==> src/rtl/regfile_write_arbiter_if.sv <==
// Register-file write arbitration bundle: writeback port A, long-unit port B,
// issue tracking and the arbitrated register-file write outputs.
interface regfile_write_arbiter_if #(
  parameter int DATA_W   = 16,
  parameter int NUM_REGS = 8
);
  localparam int REG_W = $clog2(NUM_REGS);

  logic                Wb_Valid;
  logic [REG_W-1:0]    Wb_Reg;
  logic [DATA_W-1:0]   Wb_Data;
  logic                B_Valid;
  logic [REG_W-1:0]    B_Reg;
  logic [DATA_W-1:0]   B_Data;
  logic                B_Ready;
  logic                Issue_Valid;
  logic [REG_W-1:0]    Issue_Reg;
  logic                Write_En;
  logic [REG_W-1:0]    Write_Reg;
  logic [DATA_W-1:0]   Write_Data;
  logic [NUM_REGS-1:0] Pending_Mask;
  logic                Stall_Pipe;
  logic                Proto_Err;

  modport slave (
    input  Wb_Valid, Wb_Reg, Wb_Data,
    input  B_Valid, B_Reg, B_Data,
    input  Issue_Valid, Issue_Reg,
    output B_Ready, Write_En, Write_Reg, Write_Data,
    output Pending_Mask, Stall_Pipe, Proto_Err
  );

  modport master (
    output Wb_Valid, Wb_Reg, Wb_Data,
    output B_Valid, B_Reg, B_Data,
    output Issue_Valid, Issue_Reg,
    input  B_Ready, Write_En, Write_Reg, Write_Data,
    input  Pending_Mask, Stall_Pipe, Proto_Err
  );
endinterface

==> src/rtl/regfile_write_arbiter.sv <==
// Shares one register-file write port between pipeline writeback (A) and a long-latency unit (B).
// Optional macro RF_ARB_B_PRIORITY_EN: B wins in NORMAL, combinational stall, no starvation guard.
module regfile_write_arbiter #(
  parameter int DATA_W   = 16,
  parameter int NUM_REGS = 8,
  parameter int MAX_WAIT = 4
) (
  input  logic                    clk,
  input  logic                    rst_n,
  regfile_write_arbiter_if.slave  bus
);
  localparam int REG_W = $clog2(NUM_REGS);

  logic                grant_a_s;
  logic                grant_b_s;
  logic                b_ready_s;
  logic                proto_set_s;
  logic [NUM_REGS-1:0] pending_r;
  logic [NUM_REGS-1:0] pending_next_s;
  logic                write_en_r;
  logic [REG_W-1:0]    write_reg_r;
  logic [DATA_W-1:0]   write_data_r;
  logic                proto_err_r;

`ifdef RF_ARB_B_PRIORITY_EN
  // B always wins; A is only granted when B is idle
  always_comb begin
    grant_b_s   = bus.B_Valid;
    grant_a_s   = bus.Wb_Valid & ~bus.B_Valid;
    b_ready_s   = bus.B_Valid;
    proto_set_s = grant_a_s & pending_r[bus.Wb_Reg];
  end

  assign bus.Stall_Pipe = bus.B_Valid;
`else
  typedef enum logic [0:0] {
    ST_NORMAL = 1'b0,
    ST_FORCE  = 1'b1
  } state_t;

  localparam logic [3:0] WAIT_LIMIT = 4'(MAX_WAIT - 1);

  state_t     state_r;
  state_t     state_next_s;
  logic [3:0] wait_cnt_r;
  logic [3:0] wait_cnt_next_s;
  logic       force_drop_s;

  // Arbitration, starvation counter and NORMAL/FORCE next-state
  always_comb begin
    grant_a_s       = 1'b0;
    grant_b_s       = 1'b0;
    b_ready_s       = 1'b0;
    force_drop_s    = 1'b0;
    state_next_s    = state_r;
    wait_cnt_next_s = 4'd0;
    case (state_r)
      ST_NORMAL: begin
        grant_a_s = bus.Wb_Valid;
        grant_b_s = ~bus.Wb_Valid & bus.B_Valid;
        b_ready_s = grant_b_s;
        if (bus.B_Valid && !b_ready_s) begin
          // Reaching the limit on this refusal forces the pipeline to yield next cycle
          if (wait_cnt_r >= WAIT_LIMIT - 4'd1) begin
            wait_cnt_next_s = WAIT_LIMIT;
            state_next_s    = ST_FORCE;
          end else begin
            wait_cnt_next_s = wait_cnt_r + 4'd1;
            state_next_s    = ST_NORMAL;
          end
        end else begin
          wait_cnt_next_s = 4'd0;
          state_next_s    = ST_NORMAL;
        end
      end
      ST_FORCE: begin
        grant_b_s       = bus.B_Valid;
        b_ready_s       = bus.B_Valid;
        force_drop_s    = bus.Wb_Valid;
        wait_cnt_next_s = 4'd0;
        state_next_s    = ST_NORMAL;
      end
      default: begin
        wait_cnt_next_s = 4'd0;
        state_next_s    = ST_NORMAL;
      end
    endcase
    proto_set_s = force_drop_s | (grant_a_s & pending_r[bus.Wb_Reg]);
  end

  // FSM state and wait counter
  always_ff @(posedge clk or negedge rst_n) begin
    if (!rst_n) begin
      state_r    <= ST_NORMAL;
      wait_cnt_r <= 4'd0;
    end else begin
      state_r    <= state_next_s;
      wait_cnt_r <= wait_cnt_next_s;
    end
  end

  assign bus.Stall_Pipe = (state_r == ST_FORCE);
`endif

  // Scoreboard update: a same-cycle issue overrides the clear
  always_comb begin
    pending_next_s = pending_r;
    for (int r = 0; r < NUM_REGS; r++) begin
      pending_next_s[r] =
          (pending_r[r] & ~(bus.B_Valid & b_ready_s & (bus.B_Reg == REG_W'(r))))
        | (bus.Issue_Valid & (bus.Issue_Reg == REG_W'(r)));
    end
  end

  // Pending scoreboard register
  always_ff @(posedge clk or negedge rst_n) begin
    if (!rst_n) begin
      pending_r <= '0;
    end else begin
      pending_r <= pending_next_s;
    end
  end

  // Registered register-file write port; idle cycles hold address and data
  always_ff @(posedge clk or negedge rst_n) begin
    if (!rst_n) begin
      write_en_r   <= 1'b0;
      write_reg_r  <= '0;
      write_data_r <= '0;
    end else if (grant_a_s) begin
      write_en_r   <= 1'b1;
      write_reg_r  <= bus.Wb_Reg;
      write_data_r <= bus.Wb_Data;
    end else if (grant_b_s) begin
      write_en_r   <= 1'b1;
      write_reg_r  <= bus.B_Reg;
      write_data_r <= bus.B_Data;
    end else begin
      write_en_r   <= 1'b0;
    end
  end

  // Sticky protocol error, cleared only by reset
  always_ff @(posedge clk or negedge rst_n) begin
    if (!rst_n) begin
      proto_err_r <= 1'b0;
    end else if (proto_set_s) begin
      proto_err_r <= 1'b1;
    end else begin
      proto_err_r <= proto_err_r;
    end
  end

  assign bus.B_Ready      = b_ready_s;
  assign bus.Write_En     = write_en_r;
  assign bus.Write_Reg    = write_reg_r;
  assign bus.Write_Data   = write_data_r;
  assign bus.Pending_Mask = pending_r;
  assign bus.Proto_Err    = proto_err_r;
endmodule

==> src/flat_wrapper.sv <==
// flat-port wrapper written by rule: the top's interface ports become plain ports
module regfile_write_arbiter_flat 
#(
  parameter int DATA_W   = 16,
  parameter int NUM_REGS = 8,
  parameter int MAX_WAIT = 4
)
  (clk, rst_n, bus_Wb_Valid, bus_Wb_Reg, bus_Wb_Data, bus_B_Valid, bus_B_Reg, bus_B_Data, bus_Issue_Valid, bus_Issue_Reg, bus_B_Ready, bus_Write_En, bus_Write_Reg, bus_Write_Data, bus_Pending_Mask, bus_Stall_Pipe, bus_Proto_Err);
  regfile_write_arbiter_if #(.DATA_W(DATA_W), .NUM_REGS(NUM_REGS)) bus_i ();
  input  logic clk;
  input  logic rst_n;
  input wire logic [$bits(bus_i.Wb_Valid)-1:0] bus_Wb_Valid;
  input wire logic [$bits(bus_i.Wb_Reg)-1:0] bus_Wb_Reg;
  input wire logic [$bits(bus_i.Wb_Data)-1:0] bus_Wb_Data;
  input wire logic [$bits(bus_i.B_Valid)-1:0] bus_B_Valid;
  input wire logic [$bits(bus_i.B_Reg)-1:0] bus_B_Reg;
  input wire logic [$bits(bus_i.B_Data)-1:0] bus_B_Data;
  input wire logic [$bits(bus_i.Issue_Valid)-1:0] bus_Issue_Valid;
  input wire logic [$bits(bus_i.Issue_Reg)-1:0] bus_Issue_Reg;
  output wire logic [$bits(bus_i.B_Ready)-1:0] bus_B_Ready;
  output wire logic [$bits(bus_i.Write_En)-1:0] bus_Write_En;
  output wire logic [$bits(bus_i.Write_Reg)-1:0] bus_Write_Reg;
  output wire logic [$bits(bus_i.Write_Data)-1:0] bus_Write_Data;
  output wire logic [$bits(bus_i.Pending_Mask)-1:0] bus_Pending_Mask;
  output wire logic [$bits(bus_i.Stall_Pipe)-1:0] bus_Stall_Pipe;
  output wire logic [$bits(bus_i.Proto_Err)-1:0] bus_Proto_Err;
  assign bus_i.Wb_Valid = bus_Wb_Valid;
  assign bus_i.Wb_Reg = bus_Wb_Reg;
  assign bus_i.Wb_Data = bus_Wb_Data;
  assign bus_i.B_Valid = bus_B_Valid;
  assign bus_i.B_Reg = bus_B_Reg;
  assign bus_i.B_Data = bus_B_Data;
  assign bus_i.Issue_Valid = bus_Issue_Valid;
  assign bus_i.Issue_Reg = bus_Issue_Reg;
  assign bus_B_Ready = bus_i.B_Ready;
  assign bus_Write_En = bus_i.Write_En;
  assign bus_Write_Reg = bus_i.Write_Reg;
  assign bus_Write_Data = bus_i.Write_Data;
  assign bus_Pending_Mask = bus_i.Pending_Mask;
  assign bus_Stall_Pipe = bus_i.Stall_Pipe;
  assign bus_Proto_Err = bus_i.Proto_Err;
  regfile_write_arbiter #(.DATA_W(DATA_W), .NUM_REGS(NUM_REGS), .MAX_WAIT(MAX_WAIT)) u_core (.clk(clk), .rst_n(rst_n), .bus(bus_i));
endmodule
==> config.mk <==
export PLATFORM = sky130hd
export DESIGN_NAME = regfile_write_arbiter_flat
export DESIGN_NICKNAME = d
export VERILOG_FILES = /design/src/rtl/regfile_write_arbiter_if.sv /design/src/rtl/regfile_write_arbiter.sv /design/src/flat_wrapper.sv
export SDC_FILE = /design/constraint.sdc
export NUM_CORES = 1
export LEC_CHECK = 0
export BUFFER_PORTS_ARGS = -buffer_cell sky130_fd_sc_hd__buf_2
export CAP_MARGIN = 20
export CORE_AREA = 5 5 64 66
export CTS_BUF_LIST = sky130_fd_sc_hd__clkbuf_16
export DETAILED_ROUTE_END_ITERATION = 8
export DIE_AREA = 0 0 69 71
export PLACE_DENSITY = 0.91
export SLEW_MARGIN = 20
export SYNTH_ARGS = -nofsm -noshare
export SYNTH_HDL_FRONTEND = slang
export SYNTH_SLANG_ARGS = --single-unit
==> constraint.sdc <==
create_clock -name clk -period 2.56 [get_ports clk]
set_clock_uncertainty 0.15 [all_clocks]
set_input_delay 0.384 -clock clk [delete_from_list [all_inputs] [get_ports clk]]
set_output_delay 0.384 -clock clk [all_outputs]
set_load 0.05 [all_outputs]
After elaboration in Yosys (flattened, before gate mapping)
Index checks and enable logic that the tools add are counted.
W data, S select, Z words.
{ "op_classes": {"add_sub_neg": 1, "mul": 0, "div": 0, "n_lt_le_gt_ge": 2, "n_eq_ne": 14, "n_shift": 0, "mux": 17, "n_bitwise": 46, "n_reduce_logical": 5} }
{ "op_table": {"columns": ["operator", "count"], "rows": [
  ["$mux W16", 2],
  ["$and A1 B1 Y1", 27],
  ["$eq A3 B3 Y1 const B", 8],
  ["$eq A3 B2 Y1 const B", 4],
  ["$not A1 Y1", 10],
  ["$or A1 B1 Y1", 9],
  ["$mux W4", 2],
  ["$pmux W4 S2", 1],
  ["$mux W1", 7],
  ["$eq A3 B1 Y1 const B", 2],
  ["$logic_not A3 Y1", 2],
  ["$mux W3", 2],
  ["$add A4 B1 Y4 const B", 1],
  ["$ge A4 B2 Y1 const B", 1],
  ["$lt A3 B4 Y1 const B", 1],
  ["$pmux W1 S2", 2],
  ["$bmux W1 S3", 1],
  ["$reduce_bool A2 Y1", 1],
  ["$logic_and A1 B1 Y1", 1],
  ["$logic_not A1 Y1", 1]
]} }
{ "word_totals": {"register_bits": 34, "latch_bits": 0, "ram_bits": 0, "mem_bits_ro": 0, "inputBits": 46, "output_inout_bits": 31, "n_memories": 0} }

Longest topological paths before layout
{ "logic_depth": {"word_depth": 8, "mapped_depth": 5, "depth_no_buf": 4} }

Worst setup path after synthesis
Ideal clock, no wire load.
{ "synth_timing": {"kind": "register to output", "start": "register u_core.state_r, in the netlist u_core.bus.Stall_Pipe", "end": "output port bus_B_Ready", "arrival_ps": 1703, "required_time_ps": 2026, "path_slack_ps": 323, "path_stages_with_launch": 5, "n_path_buf": 2, "path_cell_list": "dfrtp_1 > nor2b_4 > buf_6 > buf_2 > nor2_1"} }
{ "synth_between": {"elab_chain_cells": 2} }
{ "synth_rtl": {"columns": ["element", "line_no", "text"], "rows": [
  ["start, declared", "regfile_write_arbiter.sv:43", "state_t state_r;"],
  ["start signal, assigned", "regfile_write_arbiter.sv:97", "state_r <= state_next_s;"],
  ["$not A1 Y1", null, null],
  ["$pmux W1 S2 *", "regfile_write_arbiter.sv:57", "case (state_r)"],
  ["end, declared", "flat_wrapper.sv:20", "output wire logic [$bits(bus_i.B_Ready)-1:0] bus_B_Ready;"]
]} }
Mark *: on every way between the ends. The rest lies on a longest branch, timed or not.

Worst setup path in the final report
{ "layout_timing": {"start": "input port bus_B_Valid", "end": "output port bus_B_Ready"} }
{ "layout_between": {"elab_chain_cells": 2} }
{ "layout_rtl": {"columns": ["element", "line_no", "text"], "rows": [
  ["start, declared", "flat_wrapper.sv:15", "input wire logic [$bits(bus_i.B_Valid)-1:0] bus_B_Valid;"],
  ["$and A1 B1 Y1", "regfile_write_arbiter.sv:60", "grant_b_s = ~bus.Wb_Valid & bus.B_Valid;"],
  ["$pmux W1 S2 *", "regfile_write_arbiter.sv:57", null]
]} }
Marks and branches as above.

==> qor.log <==
[setup_path] startpoint types primary input
[clock_tree] CTS tree built
[setup_path] slack of the worst reg-to-reg path 1.03 ns
[setup_path] CP endpoint kind output pin
[clock_tree] post-CTS setup buffer count 0
[clock_tree] root buffer cell sky130_fd_sc_hd__clkbuf_16
[synthesis] average footprint of a synthesized cell 10.77 µm²
[run_status] run status complete, no violations
[power_and_ir_drop] clock group share of total power 31.1%
[setup_path] r2r worst-path depth 4
[route] Avg Vias per Cell 5.036
[clock_tree] clock sinks 34
[setup_path] Worst Setup SP bus_B_Valid
[global_route] global-route wire length before repair 6410 µm
[clock_tree] total clock buffers created by CTS 5
[global_route] antenna violations before repair 0
[sta] Worst slew margin 51.00%
[cells_and_area] area of all placed cells without fillers 2152 µm²
[route] count of unresolved DRC violations after routing 0
[sta] setup TNS after final layout 0 ns
[setup_path] cell type of the slowest stage on the worst timing path sky130_fd_sc_hd__buf_2
[setup_path] terminus of the critical flop-to-flop path u_core.bus.Pending_Mask[7]
[floorplan] height of the chip 71 µm
[sta] maximum achievable frequency 599.9 MHz
[sta] worst slew pin tran 0.7349 ns
[floorplan] number of placement rows 22
[synthesis] Synth Warn # 0
[synthesis] syn nets 199
[synthesis] post-synthesis register bit count 34
[power_and_ir_drop] total net switching power 610.9 µW
[global_route] sum of overflow across all layers after global routing 0
[floorplan] Core ar. 3523 µm²
[placement] post-detailed-placement cell area 2023 µm²
[route] DRT Pass-1 Iters 5
[setup_path] critical path data required time 2.03 ns
[setup_path] Worst Path Max Fanout 11
[cells_and_area] layout-stage area growth over the synthesis result 32.31%
[setup_path] cell seen most often among critical-path stages sky130_fd_sc_hd__buf_2
[placement] worst setup timing slack at the placement stage 0.8775 ns
[setup_path] cell-by-cell trace of the critical path buf_2, inv_2, nor2_1, buf_2
[worst_hold_path] path class of the lowest-slack min-delay path in -> async
[cells_and_area] leading cell types in the layout, fill and taps excluded 76 x sky130_fd_sc_hd__buf_2, 34 x sky130_fd_sc_hd__dfrtp_1, 24 x sky130_fd_sc_hd__nand2_1
[clock_tree] post-cts hold buffer count 0
[clock_tree] clock latency at the later pin of the worst-skew pair 0.27 ns
[power_and_ir_drop] internal power 1097 µW
[global_route] maximum number of pins on one net before global-route repair 47
[power_and_ir_drop] Pwr Density 793.7 nW/µm²
[placement] estimated wirelength of the detail-placed design 2970 µm
[sta] Final Hold Violating Endpoints 0
[setup_path] CP Class in -> out
[synthesis] Syn Inst Count 151
[setup_path] arrival time at the worst endpoint 1.13 ns
[cells_and_area] fraction of layout instances using a drive strength above 1 39.65%
[route] remaining antenna violation count 0
[sta] Final Critical Period 1.667 ns
[placement] GPL Wtd Cong 0.8786
[floorplan] Die Span X 69 µm
[setup_path] Reg2Reg Launch Point u_core.bus.Stall_Pipe
[cells_and_area] diode insertion count for antenna repair 0
[synthesis] count of distinct cell types in the synthesized netlist 28
[route] vias after detailed routing 1385
[route] total routed wirelength 3882 µm
[floorplan] Top Ports 77
[sta] fraction of the cycle the final worst path needs 65.11%
[global_route] Total Routing Usage GR 16.11%
[global_route] vias in the first global route 1354
[clock_tree] PostCTS Resize Cnt 0
[sta] Setup violations, final 0
[placement] quantity of I/O buffers inserted on ports 76
[cells_and_area] core utilization of the finished layout 61.08%
[clock_tree] CTS H-tree lvls 2
[route] initial detailed-routing violation count 68
[run] count of max-cap constraint violations 0
[clock_tree] maximum root-to-sink buffer count 2
[power_and_ir_drop] Total Power 1708 µW
[power_and_ir_drop] maximum vdd ir drop 338.7 µV
[floorplan] Die Outline Area 4899 µm²
[power_and_ir_drop] share of power burned in registers 38.4%
[power_and_ir_drop] switching power share of the total 35.76%
[power_and_ir_drop] share of power burned in combinational logic 30.5%
[sta] setup slack of the critical path after layout 0.8932 ns
[synthesis] combined area of all synthesized cells 1627 µm²
[floorplan] initial standard-cell utilization of the core 46.16%
[sta] setup repair after global routing missed its margin no
[power_and_ir_drop] Pleak 0.001089 µW
[route] detailed-route wire length per cell 14.12 µm
[clock_tree] Clock Pin Slew Worst Setup and Hold Paths 0.05 ns
[cells_and_area] most common library cell in the layout ignoring fill and taps sky130_fd_sc_hd__buf_2
[sta] max-slew violation count 0
[synthesis] proportion of synthesized chip area in sequential cells 52.31%
[cells_and_area] Layout Nets 276
[setup_path] peak per-stage delay on the critical path 0.28 ns
==> stage by stage <==
stage,hold slack (ns),instances
3_3_place_gp,0.3218,269
2_1_floorplan,-0.06159,151
3_5_place_dp,0.3281,269
6_report,0.02808,275
4_1_cts,0.04921,275
5_1_grt,0.1009,275
==> area by class of cell <==
class / count / area (µm²)
multi-input cells: 106 / 705.7
clock inverters: 1 / 3.754
well taps: 48 / 60.06
inverters: 3 / 11.26
clock buffers: 5 / 125.1
flip-flops and latches: 34 / 850.8
fillers: 301 / 1371
repair buffers: 78 / 395.4
==> per-layer routing <==
metal | vias up | GRT usage [%] | routed length [µm]
li1 | 689 | - | -
met1 | 629 | 19.48 | 1737
met2 | 63 | 27.01 | 1800
met3 | 4 | 6.392 | 318
met4 | 0 | 3.905 | 25
met5 | - | 0 | 0
==> registers in the layout, indices dropped and copies added (netlist names) <==
| name | flops |
|---|---|
| u_core.bus.Write_En | 1 |
| u_core.bus.Write_Reg | 3 |
| u_core.bus.Proto_Err | 1 |
| u_core.bus.Write_Data | 16 |
| u_core.bus.Pending_Mask | 8 |
| u_core.bus.Stall_Pipe | 1 |
| u_core.wait_cnt_r | 4 |
==> cells by family (layout without fill, tap and decap cells) <==
logic type / count (synthesis) / after routing / synth area share (%)
adders and majority gates: 2 / 2 / 1.538
and+or+nand+nor: 45 / 45 / 13.69
DFF: 34 / 34 / 52.31
muxes: 22 / 22 / 14.46
other: 1 / 1 / 0.2305
buffers and inverters: 11 / 87 / 4.307
AOI/OAI and AO/OA: 36 / 36 / 13.46
==> critical path, delay by kind of cell <==
family / cells / cell delay, ns
buf+inv: 3 / 0.62
simple gates: 1 / 0.12
==> how the worst max path moves through the flow <==
stage                     depth (start not counted)                         end  slack (ns)
after floorplan                                   4                 bus_B_Ready        0.32
after global placement                            4                 bus_B_Ready        0.91
final                                             4                 bus_B_Ready        0.89
after global routing                              4                 bus_B_Ready        0.79
after CTS                                         4                 bus_B_Ready        0.89
after detailed placement                          5  u_core.bus.Pending_Mask[2]        0.88
==> Yosys cell counts <==
cell | count | area, µm²
sky130_fd_sc_hd__mux4_2 | 1 | 22.52
sky130_fd_sc_hd__a21oi_1 | 2 | 10.01
sky130_fd_sc_hd__o21ai_1 | 4 | 20.02
sky130_fd_sc_hd__nor2b_4 | 1 | 13.76
sky130_fd_sc_hd__nand2_1 | 24 | 90.09
sky130_fd_sc_hd__nor4_2 | 1 | 12.51
sky130_fd_sc_hd__nand3_1 | 1 | 5.000
sky130_fd_sc_hd__nand4_1 | 2 | 12.51
sky130_fd_sc_hd__nor3_1 | 2 | 10.01
sky130_fd_sc_hd__o41ai_1 | 6 | 52.55
sky130_fd_sc_hd__nor2_1 | 5 | 18.77
sky130_fd_sc_hd__buf_6 | 2 | 22.52
sky130_fd_sc_hd__a41oi_2 | 1 | 16.27
sky130_fd_sc_hd__inv_2 | 1 | 3.750
sky130_fd_sc_hd__mux2_2 | 2 | 22.52
sky130_fd_sc_hd__inv_1 | 2 | 7.510
sky130_fd_sc_hd__ha_1 | 2 | 25.02
sky130_fd_sc_hd__buf_2 | 2 | 10.01
sky130_fd_sc_hd__and4_1 | 1 | 8.760
sky130_fd_sc_hd__nand2b_1 | 7 | 43.79
sky130_fd_sc_hd__nand3b_1 | 1 | 7.510
sky130_fd_sc_hd__dfrtp_1 | 34 | 850.8
sky130_fd_sc_hd__clkbuf_1 | 1 | 3.750
sky130_fd_sc_hd__o21ai_0 | 21 | 105.1
sky130_fd_sc_hd__a21o_1 | 2 | 15.01
sky130_fd_sc_hd__mux2i_1 | 19 | 190.2
sky130_fd_sc_hd__buf_4 | 3 | 22.52
sky130_fd_sc_hd__conb_1 | 1 | 3.750
==> power groups by stage <==
stage,clock network [µW],registers (µW),logic [µW]
after floorplan,0,897,138
after global placement,0,658,517
after detailed placement,0,662,525
after CTS,543,655,527
after global routing,564,665,557
final,530,657,521
No activity file was read; power rests on OpenSTA's default activity.
